==> src/rtl/game_pkg.sv <==
// Shared definitions for the enemy table: record layout, table geometry,
// spawner state encoding and the column mapping helper.
package game_pkg;

  localparam int ENEMY_W     = 24;
  localparam int TABLE_DEPTH = 64;
  localparam int TABLE_AW    = 6;
  localparam int LFSR_W      = 12;

  localparam int ROW_MSB   = 23;
  localparam int ROW_LSB   = 13;
  localparam int COL_MSB   = 12;
  localparam int COL_LSB   = 1;
  localparam int VALID_BIT = 0;

  typedef enum logic [2:0] {
    ST_IDLE,
    ST_WAIT_GNT,
    ST_SCAN,
    ST_WRITE,
    ST_DONE
  } spawnState_t;

  // Folds an 11-bit random value into the visible column range and aligns it
  // to a 4-pixel boundary. A single subtraction suffices because the limit is
  // at least 1024, so the folded value is always below the limit.
  function automatic logic [11:0] spawnColumn(input logic [10:0] v,
                                              input logic [11:0] limit);
    logic [11:0] c;
    c = {1'b0, v};
    if (c >= limit) begin
      c = c - limit;
    end
    c[1:0] = 2'b00;
    return c;
  endfunction

endpackage

==> src/rtl/spawn_lfsr.sv <==
// 12-bit Fibonacci LFSR (taps 12,11,10,4) used as the spawn column source.
// The feedback is invertible, so a nonzero seed never reaches the all-zero state.
module spawn_lfsr
  import game_pkg::*;
#(
  parameter logic [LFSR_W-1:0] SEED = 12'hACE
) (
  input  logic              clock,
  input  logic              reset,
  input  logic              enable_i,
  output logic [LFSR_W-1:0] lfsr_o
);

  logic [LFSR_W-1:0] lfsr_q;

  // Shift register with XOR feedback; reloads the seed on reset.
  always_ff @(posedge clock) begin
    if (reset) begin
      lfsr_q <= SEED;
    end else if (enable_i) begin
      lfsr_q <= {lfsr_q[10:0], lfsr_q[11] ^ lfsr_q[10] ^ lfsr_q[9] ^ lfsr_q[3]};
    end
  end

  assign lfsr_o = lfsr_q;

endmodule

==> src/rtl/enemy_spawner.sv <==
// Enemy spawner: periodically requests the enemy table during the calc phase,
// scans for the first free slot and writes a fresh record into it.
// Optional build macro ENEMY_SPAWN_DROP_CNT_EN adds a saturating drop_count
// output counting merged spawn requests and full-table attempts.
module enemy_spawner
  import game_pkg::*;
#(
  parameter int unsigned       SPAWN_PERIOD = 33554432,
  parameter int unsigned       H_ACTIVE     = 1280,
  parameter int unsigned       SIZE         = 64,
  parameter logic [LFSR_W-1:0] LFSR_SEED    = 12'hACE
) (
  input  logic                clock,
  input  logic                reset,
  input  logic                calc,
  output logic                table_req,
  input  logic                table_gnt,
  output logic [TABLE_AW-1:0] rd_addr,
  input  logic [ENEMY_W-1:0]  rd_data,
  output logic [TABLE_AW-1:0] wr_addr,
  output logic [ENEMY_W-1:0]  wr_data,
  output logic                wr_en,
  output logic                spawned,
  output logic                table_full,
  output logic [15:0]         spawn_count
`ifdef ENEMY_SPAWN_DROP_CNT_EN
  ,
  output logic [7:0]          drop_count
`endif
);

  localparam int unsigned         CNT_W     = $clog2(SPAWN_PERIOD);
  localparam logic [CNT_W-1:0]    CNT_LAST  = CNT_W'(SPAWN_PERIOD - 1);
  localparam logic [11:0]         COL_LIMIT = 12'(H_ACTIVE - SIZE);
  localparam logic [TABLE_AW-1:0] LAST_IDX  = TABLE_AW'(TABLE_DEPTH - 1);

  spawnState_t         state_q, state_d;
  logic                req_q, req_d;
  logic [TABLE_AW-1:0] rdAddr_q, rdAddr_d;
  logic [TABLE_AW-1:0] idx_q, idx_d;
  logic                dataValid_q, dataValid_d;
  logic [TABLE_AW-1:0] wrAddr_q, wrAddr_d;
  logic [ENEMY_W-1:0]  wrData_q, wrData_d;
  logic                pending_q;
  logic [CNT_W-1:0]    periodCnt_q;
  logic                full_q;
  logic [15:0]         count_q;
  logic [LFSR_W-1:0]   lfsrValue;
  logic                wrap;
  logic                owned;
  logic                writeNow;
  logic                fullEvent;
  logic                rdDataUnused;

  spawn_lfsr #(.SEED(LFSR_SEED)) uLfsr (
    .clock    (clock),
    .reset    (reset),
    .enable_i (1'b1),
    .lfsr_o   (lfsrValue)
  );

  assign wrap     = (periodCnt_q == CNT_LAST);
  assign owned    = req_q && table_gnt && calc;
  assign writeNow = (state_q == ST_WRITE) && owned && !reset;

  assign rdDataUnused = ^{rd_data[ENEMY_W-1:1], lfsrValue[LFSR_W-1]};

  // Sequential state: FSM registers, period counter, pending flag and status.
  always_ff @(posedge clock) begin
    if (reset) begin
      state_q     <= ST_IDLE;
      req_q       <= 1'b0;
      rdAddr_q    <= '0;
      idx_q       <= '0;
      dataValid_q <= 1'b0;
      wrAddr_q    <= '0;
      wrData_q    <= '0;
      pending_q   <= 1'b0;
      periodCnt_q <= '0;
      full_q      <= 1'b0;
      count_q     <= '0;
    end else begin
      state_q     <= state_d;
      req_q       <= req_d;
      rdAddr_q    <= rdAddr_d;
      idx_q       <= idx_d;
      dataValid_q <= dataValid_d;
      wrAddr_q    <= wrAddr_d;
      wrData_q    <= wrData_d;
      periodCnt_q <= wrap ? '0 : periodCnt_q + CNT_W'(1);
      if (wrap) begin
        pending_q <= 1'b1;
      end else if (writeNow || fullEvent) begin
        pending_q <= 1'b0;
      end
      if (writeNow) begin
        full_q  <= 1'b0;
        count_q <= count_q + 16'd1;
      end else if (fullEvent) begin
        full_q <= 1'b1;
      end
    end
  end

  // Next-state logic: request, scan with one-cycle read latency, write, release.
  always_comb begin
    state_d     = state_q;
    req_d       = req_q;
    rdAddr_d    = rdAddr_q;
    idx_d       = idx_q;
    dataValid_d = dataValid_q;
    wrAddr_d    = wrAddr_q;
    wrData_d    = wrData_q;
    fullEvent   = 1'b0;
    case (state_q)
      ST_IDLE: begin
        if (pending_q && calc) begin
          req_d   = 1'b1;
          state_d = ST_WAIT_GNT;
        end
      end
      ST_WAIT_GNT: begin
        if (!calc) begin
          req_d   = 1'b0;
          state_d = ST_IDLE;
        end else if (table_gnt) begin
          rdAddr_d    = '0;
          dataValid_d = 1'b0;
          state_d     = ST_SCAN;
        end
      end
      ST_SCAN: begin
        if (!owned) begin
          req_d   = 1'b0;
          state_d = ST_IDLE;
        end else begin
          rdAddr_d    = (rdAddr_q == LAST_IDX) ? LAST_IDX : rdAddr_q + TABLE_AW'(1);
          idx_d       = rdAddr_q;
          dataValid_d = 1'b1;
          if (dataValid_q) begin
            if (!rd_data[VALID_BIT]) begin
              wrAddr_d                   = idx_q;
              wrData_d                   = '0;
              wrData_d[COL_MSB:COL_LSB]  = spawnColumn(lfsrValue[10:0], COL_LIMIT);
              wrData_d[VALID_BIT]        = 1'b1;
              state_d                    = ST_WRITE;
            end else if (idx_q == LAST_IDX) begin
              fullEvent = 1'b1;
              req_d     = 1'b0;
              state_d   = ST_DONE;
            end
          end
        end
      end
      ST_WRITE: begin
        req_d   = 1'b0;
        state_d = owned ? ST_DONE : ST_IDLE;
      end
      ST_DONE: begin
        req_d   = 1'b0;
        state_d = ST_IDLE;
      end
      default: begin
        req_d   = 1'b0;
        state_d = ST_IDLE;
      end
    endcase
  end

`ifdef ENEMY_SPAWN_DROP_CNT_EN
  logic [7:0] dropCnt_q;

  // Saturating count of merged period wraps and full-table attempts.
  always_ff @(posedge clock) begin
    if (reset) begin
      dropCnt_q <= '0;
    end else if (((wrap && pending_q) || fullEvent) && (dropCnt_q != 8'hFF)) begin
      dropCnt_q <= dropCnt_q + 8'd1;
    end
  end

  assign drop_count = dropCnt_q;
`endif

  assign table_req   = req_q;
  assign rd_addr     = rdAddr_q;
  assign wr_addr     = wrAddr_q;
  assign wr_data     = wrData_q;
  assign wr_en       = writeNow;
  assign spawned     = writeNow;
  assign table_full  = full_q;
  assign spawn_count = count_q;

endmodule

==> config.mk <==
export PLATFORM = sky130hd
export DESIGN_NAME = enemy_spawner
export DESIGN_NICKNAME = d
export VERILOG_FILES = /design/src/rtl/game_pkg.sv /design/src/rtl/spawn_lfsr.sv /design/src/rtl/enemy_spawner.sv
export SDC_FILE = /design/constraint.sdc
export NUM_CORES = 1
export LEC_CHECK = 0
export ABC_CLOCK_PERIOD_IN_PS = 2200
export CAP_MARGIN = 20
export CORE_AREA = 2 2 74 129
export DETAILED_ROUTE_END_ITERATION = 6
export DIE_AREA = 0 0 76 131
export GPL_TIMING_DRIVEN = 0
export PLACE_DENSITY = 0.77
export SYNTH_ARGS = -nofsm -noshare
export SYNTH_HDL_FRONTEND = slang
export SYNTH_HIERARCHICAL = 1
export SYNTH_SLANG_ARGS = --single-unit
==> constraint.sdc <==
create_clock -name clock -period 2.2 [get_ports clock]
set_input_delay 0.44 -clock clock [delete_from_list [all_inputs] [get_ports clock]]
set_output_delay 0.44 -clock clock [all_outputs]
set_load 0.02 [all_outputs]
**Word level (Yosys, flattened, before mapping)**

Cells that the tools add are included.

- Input bits: 28
- Flip-flop bits (word level): 89
- Word-level logic and storage cells: 87
- Output and inout port bits: 56

- $add $sub $neg: 4
- $lt $le $gt $ge: 1
- Mux-type cells: 33
- Eq/ne operators: 16
- Reduce and logical (&&, ||, !) cells: 17
- Bitwise logic cells: 4

Operators by type and width:

| operator | count |
|---|---|
| $add 25x1->25 const B | 1 |
| $eq 25x25->1 const B | 1 |
| $mux 3 | 8 |
| $mux 6 | 4 |
| $add 16x1->16 const B | 1 |
| $mux 1 | 16 |
| $eq 6x6->1 const B | 2 |
| $mux 12 | 1 |
| $ne 3x3->1 const B | 4 |
| $pmux 3 s4 | 1 |
| $pmux 6 s2 | 1 |
| $reduce_and 4->1 | 3 |
| $sub 11x11->12 const B | 1 |
| $ge 11x11->1 const B | 1 |
| $ne 2x2->1 const B | 5 |
| $add 6x1->6 const B | 1 |
| $eq 3x2->1 const B | 2 |
| $logic_and 1x1->1 | 5 |
| $reduce_and 5->1 | 1 |
| $ne 4x4->1 const B | 1 |
| $reduce_bool 2->1 | 2 |
| $reduce_or 2->1 | 2 |
| $eq 3x1->1 const B | 1 |
| $logic_not 3->1 | 1 |
| other kinds (7) | 9 |

**Depth between registers and ports, before layout**

- Depth after elaboration: 9
- Gate-level depth with buffers: 7
- Gate-level depth less buffers: 5

**By module**

Netlist, hierarchy kept.

By module, submodules not included:

| module | cells each | area an instance (µm²) | instances |
|---|---|---|---|
| enemy_spawner | 422 | 3638.5 | 1 |
| spawn_lfsr | 42 | 464.2 | 1 |

**Worst setup path after synthesis**

OpenSTA, ideal clock, no wires.

- Path type: reg2out
- Start: register req_q, in the netlist table_req
- End: output wr_en
- Path slack: 194 ps
- Arrival time: 1566 ps
- Data required time: 1760 ps
- Stages on the path, launching flop included: 6
- Cells stage by stage: dfxtp_1 -> nand4b_4 -> or4_4 -> buf_6 -> inv_1 -> buf_4

- Cells in the longest elaborated chain, start to end: 4

Ends and longest elaborated chain:

| item | line | text |
|---|---|---|
| from (decl) | enemy_spawner.sv:38 | `logic req_q, req_d;` |
| from (signal assigned) | enemy_spawner.sv:84 | `req_q <= req_d;` |
| $logic_and 1x1->1 (2 in series) | enemy_spawner.sv:63 | `assign owned = req_q && table_gnt && calc;` |
| $logic_and 1x1->1 (2 in series) | enemy_spawner.sv:64 | `assign writeNow = (state_q == ST_WRITE) && owned && !reset;` |
| to (decl) | enemy_spawner.sv:22 | `output logic wr_en,` |

Every way passes these cells.

**Final worst setup path**

- Start: register state_q[2]
- End: output wr_en

- Cells in the longest elaborated chain, start to end: 3

Ends and longest elaborated chain:

| item | line | text |
|---|---|---|
| from (decl) | enemy_spawner.sv:37 | `spawnState_t state_q, state_d;` |
| from (signal assigned) | enemy_spawner.sv:83 | `state_q <= state_d;` |
| $eq 3x2->1 | enemy_spawner.sv:64 |  |
| $logic_and 1x1->1 (2 in series) | enemy_spawner.sv:64 |  |

Every way passes these cells.

==> qor.yml <==
initial_core_util: 0.460
wl_per_cell_um: 13.8
grt_use_total: 0.188
critical_path.most_common_cell: "buf_6"
fillerInstances: 787
cts_buffer_depth: 2
critPathArrivalTime_ns: 1.74
synth_cell_types: 59
netSwitchingFraction: 0.234
htree_levels: 3
nNetsFinal: 572
setup_viol: 0
power_frac_comb: 0.049
crit_path_start_kind: "flip-flop"
synth.most_common_cell: "dfxtp_1"
regArea_um2: 1790
rsz0062_at_grt: "yes"
crit_fanout: 8
clkPwrFrac: 0.464
fin_crit_sh: 0.992
yosys_warnings: 6
status: "finished, final reports clean"
cpPeakStageDelay_ns: 0.59
internal-power_mw: 2.60
cts_tree: "yes"
synth_edf_count: 0
synth_top_area_frac: 0.434
drive_above_1_share: 0.125
grt_overflow: 0
hold_buffers: 0
gp_congestion: 0.805
synthFlopType: "dfxtp_1"
grt_pass1_vias: 3457
yosysTopAreaCell: "dfxtp_1"
hold_path.class: "flip-flop to flip-flop"
syn_avg_cell_area_um2: 8.84
ys_seq_area_frac: 0.434
critPathSlowestCell: "or4_4"
clk_pin_slew_ns: 0.07
grt_first_pass_wirelength_mm: 15.3
grt_start_max_net_pins: 18
drcViolationCount: 0
p_per_area_nw_per_um2: 663
routed_wl_mm: 9.21
power.total_mw: 3.40
setup_slack_ns: 0.0167
critPathCaptureType: "output port"
drtIter0Drc: 160
ys_ff_latch: 89
ir_drop_mv: 0.550
ant_nets: 0
cp.required_ns: 1.76
antenna_found_initial: 0
drv_slew: 0
cts-root-buf: "clkbuf_16"
dpl.hpwl_mm: 6.70
max_freq_ghz: 0.458
port_buffers: 47
multi_input_area_um2: 2110
path_cells: "nand4b_4, or4_4, inv_2, buf_6, buf_6"
numCtsBuffers: 9
synthesis.area_um2: 4100
drt-pass1-iter-count: 4
clock-sinks: 89
maxCapViolCount: 0
p_leak_nw: 1.83
period_minus_slack_ns: 2.18
synth_commonest_cells: "dfxtp_1, nor2_1, a21oi_1"
worst-slew-pin-transition_ns: 0.772
vias: 3576
tns_ns: 0
place_ws_ns: -0.859
viasPerCell: 5.38
die_y_um: 131
final_util: 0.575
ios: 84
die_w_um: 76
p_switching_uw: 797
clock_skew_ns: 0.00766
path_class: "flip-flop to output port"
maxSlewHeadroom: 0.482
syn_to_final_growth_pct: 25.1
synth-async-reset-ratio: 0
finalHoldViolations: 0
diodes: 0
synth_area_leaders: "dfxtp_1, nor2_1, mux2i_1"
synthCells: 464
die-area_um2: 9960
rows: 46
clk-insertion-delay-late_ns: 0.34
seqPwrFrac: 0.487
coreArea_um2: 8920
## cells by family after synthesis
kind of cell,share of synthesized area
AND/OR/NAND/NOR,0.253
other,0.00183
XOR/XNOR,0.0512
AO/OA/AOI/OAI,0.124
buffers and inverters,0.0668
adder cells (fa/ha/maj),0.0122
multiplexers,0.0573
flip-flops,0.434
## metal layers
layer | GRT usage | vias up | share of wire
li1 | - | 1779 | -
met1 | 0.191 | 1707 | 0.40
met2 | 0.358 | 75 | 0.54
met3 | 0.0378 | 15 | 0.039
met4 | 0.105 | 0 | 0.025
met5 | 0 | - | 0
## timing repair
item | CTS | global route
pin swaps | 1 | 4
buffers inserted | 1 | 5
endpoints found under the setup margin | 41 | 29
gates resized for setup | 18 | 12
## sequential cells by signal, indices dropped and copies added (netlist names), 3 cells and up
register / flops
periodCnt_q: 25
idx_q: 6
rd_addr: 6
spawn_count: 16
state_q: 3
wr_addr: 6
uLfsr/lfsr_o: 12
wr_data: 11
## metrics by stage
| stage | std cells | area (um^2) | hold slack [ns] |
|---|---|---|---|
| floorplan | 477 | 4150 | 0.428 |
| global placement | 644 | 4770 | 0.441 |
| detailed placement | 644 | 4770 | 0.455 |
| CTS | 660 | 5090 | 0.470 |
| global route | 665 | 5130 | 0.499 |
| finish | 665 | 5130 | 0.462 |
## worst paths after layout
path                                     start               to  slack (ns)  depth (start not counted)
worst min register to register  periodCnt_q[0]   periodCnt_q[0]        0.46                          1
worst max register to register      state_q[2]  spawn_count[13]        0.06                          6
worst max-delay path                state_q[2]            wr_en        0.02                          5
worst min-delay path            periodCnt_q[0]   periodCnt_q[0]        0.46                          1
## placed cells by master (no fill, tap or decap), types with 10 or more instances in the layout
cell type	instances
dfxtp_1	86
nor2_1	61
clkdlybuf4s50_1	42
a21oi_1	31
nand2_1	26
buf_4	23
mux2i_1	19
nand3_1	18
xnor2_1	15
nor3_1	15
conb_1	15
nand4_1	12
clkbuf_1	11
nor2b_1	11
inv_1	10
or4_1	10
o31ai_1	10
## power groups by stage
stage | registers (mW) | clock network (mW) | logic, mW
6_report | 1.66 | 1.58 | 0.168
5_1_grt | 1.66 | 1.68 | 0.184
4_1_cts | 1.66 | 1.61 | 0.165
3_5_place_dp | 1.69 | 0 | 0.166
3_3_place_gp | 1.69 | 0 | 0.162
2_1_floorplan | 1.69 | 0 | 0.133
## final cells by class
type | instances | share of cell area
Clock buffer | 9 | 0.0439
Inverter | 13 | 0.0100
Buffer | 35 | 0.0432
Multi-Input combinational cell | 339 | 0.410
Tap cell | 120 | 0.0293
Timing Repair Buffer | 53 | 0.0975
Sequential cell | 89 | 0.348
Clock inverter | 7 | 0.0173
## critical path, delay by kind of cell (launching register included)
family	cells	cell delay (ns)
buf+inv	3	0.28
simple gates	2	0.76
flops	1	0.36
(Power assumes the default switching activity.)
